===== src/rtl/bkg_addr_gen.sv =====
// Background RAM address generator: 8x/4x scaled, vertically tiled, frame-synchronous scroll.
// Define BKG_SCROLL_EN to build the scroll accumulator; otherwise scroll_y is tied to 0.
module bkg_addr_gen #(
   parameter int IMG_W  = 80,
   parameter int IMG_H  = 96,
   parameter int XSHIFT = 3,
   parameter int YSHIFT = 2
) (
   input  logic        Clk,
   input  logic        Reset,
   input  logic [9:0]  DrawX,
   input  logic [9:0]  DrawY,
   input  logic        blank,
   input  logic        vs,
   input  logic        scroll_req,
   input  logic [7:0]  scroll_amt,
   output logic [12:0] read_address,
   output logic        bkg_valid,
   output logic [8:0]  scroll_y
);

   localparam logic [9:0]  LINES   = 10'(IMG_H << YSHIFT);
   localparam logic [12:0] IMG_W13 = 13'(IMG_W);

   logic [9:0]  ym;
   logic [9:0]  line;
   logic [9:0]  row;
   logic [12:0] addr_d;
   logic        blank_q;

   always_comb begin
      ym     = '0;
      line   = '0;
      row    = '0;
      addr_d = '0;
      ym     = (DrawY >= LINES) ? DrawY - LINES : DrawY;
      line   = (ym >= {1'b0, scroll_y}) ? ym - {1'b0, scroll_y}
                                        : ym + LINES - {1'b0, scroll_y};
      row    = line >> YSHIFT;
      addr_d = {3'b000, row} * IMG_W13 + {3'b000, DrawX >> XSHIFT};
   end

   always_ff @(posedge Clk) begin
      if (Reset) begin
         read_address <= '0;
         blank_q      <= 1'b0;
         bkg_valid    <= 1'b0;
      end else begin
         read_address <= addr_d;
         blank_q      <= blank;
         bkg_valid    <= blank_q;
      end
   end

`ifdef BKG_SCROLL_EN
   logic        vs_q;
   logic [8:0]  pending;
   logic [8:0]  scroll_r;
   logic        frame_start;
   logic [9:0]  pend_sum;
   logic [8:0]  pend_next;
   logic [10:0] commit_sum;
   logic [10:0] commit_red;
   logic [8:0]  commit_next;

   // Sum stays below 3*LINES, so at most two subtracts wrap it into range.
   always_comb begin
      frame_start = ~vs_q & vs;
      pend_sum    = {1'b0, pending} + {2'b00, scroll_amt};
      pend_next   = (pend_sum >= LINES) ? 9'(pend_sum - LINES) : pend_sum[8:0];
      commit_sum  = {2'b00, scroll_r} + {2'b00, pending}
                  + (scroll_req ? {3'b000, scroll_amt} : 11'd0);
      commit_red  = (commit_sum >= {1'b0, LINES}) ? commit_sum - {1'b0, LINES} : commit_sum;
      commit_red  = (commit_red >= {1'b0, LINES}) ? commit_red - {1'b0, LINES} : commit_red;
      commit_next = commit_red[8:0];
   end

   always_ff @(posedge Clk) begin
      if (Reset) begin
         vs_q     <= 1'b1;
         pending  <= '0;
         scroll_r <= '0;
      end else begin
         vs_q <= vs;
         if (frame_start) begin
            scroll_r <= commit_next;
            pending  <= '0;
         end else if (scroll_req) begin
            pending <= pend_next;
         end
      end
   end

   assign scroll_y = scroll_r;
`else
   logic unused_scroll;
   assign unused_scroll = &{1'b0, vs, scroll_req, scroll_amt};
   assign scroll_y      = '0;
`endif

endmodule

===== config.mk =====
export PLATFORM = sky130hd
export DESIGN_NAME = bkg_addr_gen
export DESIGN_NICKNAME = d
export VERILOG_FILES = /design/src/rtl/bkg_addr_gen.sv
export SDC_FILE = /design/constraint.sdc
export NUM_CORES = 1
export LEC_CHECK = 0
export ABC_AREA = 1
export CORE_MARGIN = 8
export CORE_UTILIZATION = 43
export DETAILED_ROUTE_END_ITERATION = 6
export PLACE_DENSITY = 0.94
export SLEW_MARGIN = 25
export SYNTH_ARGS = -nofsm -noshare
export SYNTH_HDL_FRONTEND = slang
export SYNTH_SLANG_ARGS = --single-unit

===== constraint.sdc =====
create_clock -name Clk -period 4.5 [get_ports Clk]
set_input_delay 0.45 -clock Clk [delete_from_list [all_inputs] [get_ports Clk]]
set_output_delay 0.45 -clock Clk [all_outputs]
set_load 0.05 [all_outputs]

==> key figures <==
Detailed routing
  – DR vias/cell: ~4.5
  – Total iterations of the first detailed-routing run: 4
  – DR iter-0 viols: 18
  – Drt drc: 0
  – Routed WL: 2.315 mm
  – WL/cell: between 10 and 15 um
  – Antenna Nets Post-Route: 0
  – Routed via count: between 900 and 1000

Critical path
  – R2R setup slack: 3.99 ns
  – Critical Path Max Stage Delay: 0.46 ns
  – Slowest stage cell, crit path: clkdlybuf4s50_1
  – CP Max Fanout: 5
  – Worst endpoint required time: 4.67 ns
  – Startpoint Class: primary input
  – Worst Setup End Kind: flop
  – Worst Path Arrival: between 2 and 3 ns
  – WS Path Type: primary input to flop
  – Crit-path cells: clkdlybuf4s50_1 > ha_1 > o21bai_1 > nand2_1 > inv_1 > ha_1 > ha_1 > a21oi_1 > nand2_1 > nand2_1 > nand2_1 > nor2_2 > nand2_1 > nand2_1 > nor2_1
  – Most frequent CP cell: nand2_1

Timing
  – Slew HR: 0.6516
  – Final Max Slew Viols: 0
  – F_max: about 370 MHz
  – Clk_skew: roughly 0.00000075 ns
  – Final Hold Viols: 0
  – Unrepaired setup endpoints after global routing: no
  – Final setup fails: 0
  – Actual slew at the worst max-slew pin: ~0.52 ns
  – TNS Setup: 0 ns
  – Post-layout worst setup margin: roughly 1.8 ns
  – Fin crit period: between 2 and 3 ns
  – Final Cycle Share: 0.5940

Final layout
  – Register Area: about 300 um2
  – Diode count: 0
  – Multi-input logic area: slightly below 700 um2
  – Layout cells sized above 1: 0.08511
  – Area Overhead vs Synth: 29.70%
  – Fill cell count: roughly 240
  – Nets: ~240
  – Finished Cell Area: 1459 um2

Placement
  – RePlAce Congestion: slightly below 0.8
  – Pre-CTS WS: 1.540 ns
  – IO Port Bufs: 31
  – Dpl hpwl: between 2 and 2.5 mm
  – Placed cell area: 1431 um2

Pwr
  – Total power: 459.6 uW
  – Pwr/cell area: approximately 320 nW/um2
  – Worst VDD drop: around 360 uV
  – LEAKAGE: 0.0007559 uW

GRT
  – Grt ovf: 0
  – Vias in the first global route: ~1000
  – First-pass GRT wire length: 4.064 mm
  – Initial antenna violation count: 0
  – Largest net degree at the start of global routing: 10
  – All-Layer GR Usage: 0.1114

Outcome
  – Outcome: completed

Clock tree
  – Post-CTS sizing: 0
  – CTS tree: yes
  – Hold buffers post-CTS: 0
  – Htree depth: 1
  – CTS clk-pin slew, worst paths: approximately 0.09 ns
  – CTS Root Cell: clkbuf_4
  – Clock tree buffer depth: 2
  – Clk sinks: 15
  – Clk Latency, worst-skew pair: between 0.2 and 0.3 ns
  – Post-CTS Setup Inserts: 0
  – Total CTS buffers: 3

Yosys
  – Commonest cells post-synth: nand2_1, inv_1, nor2_1
  – Ys async rst share: 0
  – Register area share after synthesis: 0.2670
  – Library cells used by synthesis: 27
  – Mapped Cells: between 150 and 200
  – Number of enable flip-flop cells after synthesis: 0
  – Top post-synthesis cells by area: dfxtp_1, ha_1, nand2_1, inv_1, buf_4
  – #FFs+latches synth: 15
  – Synth area leader: dfxtp_1
  – Synth Flop Type: dfxtp_1
  – Top-count cell post-synth: nand2_1
  – Post-Syn Area: between 1000 and 1500 um2
  – Avg Inst Size Synth: a little over 7 um2
  – Post-synth top area share: 0.2670
  – Ys Warns: 0

Die
  – Initial Util: 0.4540
  – Die Span X: 67.15 um
  – I/O pin count: 56
  – Die Area: ~4500 um2
  – Die H: between 60 and 70 um
  – Row cnt: 18
  – Placeable Area: between 2000 and 2500 um2

Min path
  – HP Class: flop to flop

Job
  – # Max-Cap Violations: 0
==> power by group <==
part | internal, uW | switching, uW | leakage (uW) | total, uW
clock | 32.9 | 40.0 | 0.0000177 | 72.9
combinational | 83.5 | 152 | 0.000613 | 236
sequential | 148 | 3.32 | 0.000125 | 151
total | 264 | 196 | 0.000756 | 460
==> registers in the layout (all words and copies together) (netlist names) <==
signal / cells
bkg_valid: 1
read_address: 13
blank_q: 1
==> worst paths after layout <==
kind	depth (start not counted)	from	to
setup / recovery	15	DrawY[7]	read_address[12]$_SDFF_PP0_
hold / removal	2	blank_q$_SDFF_PP0_	bkg_valid$_SDFF_PP0_
setup reg to reg	2	blank_q$_SDFF_PP0_	bkg_valid$_SDFF_PP0_
hold reg to reg	2	blank_q$_SDFF_PP0_	bkg_valid$_SDFF_PP0_
==> worst max-delay path, delay by kind of cell <==
kind,cells,cell delay [ns]
compound gates,2,0.38
simple gates,8,0.57
buf+inv,2,0.51
fa+ha+maj,3,0.93
==> layout make-up <==
type                            count  share of cell area
Inverter                           29             0.07461
Clock inverter                      1            0.003431
Multi-Input combinational cell    109              0.4623
Sequential cell                    15              0.2058
Tap cell                           30             0.02573
Clock buffer                        3             0.01544
Timing Repair Buffer               31              0.2127
==> placed cells by master, fill, tap and decap left out, drive strengths merged, types with 3 or more instances in the layout <==
| cell | instances |
|---|---|
| a21oi | 10 |
| clkbuf | 3 |
| clkdlybuf4s50 | 31 |
| conb | 9 |
| dfxtp | 15 |
| ha | 15 |
| inv | 29 |
| nand2 | 32 |
| nand3 | 8 |
| nor2 | 20 |
| o21ai | 5 |
==> layer usage <==
layer	vias to the layer above	GRT usage	wire length [um]
li1	529	-	-
met1	428	0.1135	935
met2	25	0.2151	1259
met3	0	0.03311	120
met4	0	0.02872	0
met5	-	0	0
==> stage by stage <==
stage | std cells | utilization | hold slack [ns]
6_report | 218 | 0.5889 | 0.4362
5_1_grt | 218 | 0.5889 | 0.4440
2_1_floorplan | 163 | - | 0.3883
4_1_cts | 218 | 0.5889 | 0.4398
3_5_place_dp | 214 | 0.5778 | 0.4270
3_3_place_gp | 214 | 0.5778 | 0.3904
==> cell families after synthesis <==
logic type	Yosys count	synth area share
other	1	0.003334
xor gates and xnor gates	1	0.007788
buffers and inverters	39	0.1602
and+or+nand+nor	65	0.2792
AOI/OAI and AO/OA	17	0.08009
adders and majority gates	17	0.2024
DFF	15	0.2670
No activity file was read; power rests on OpenSTA's default activity.
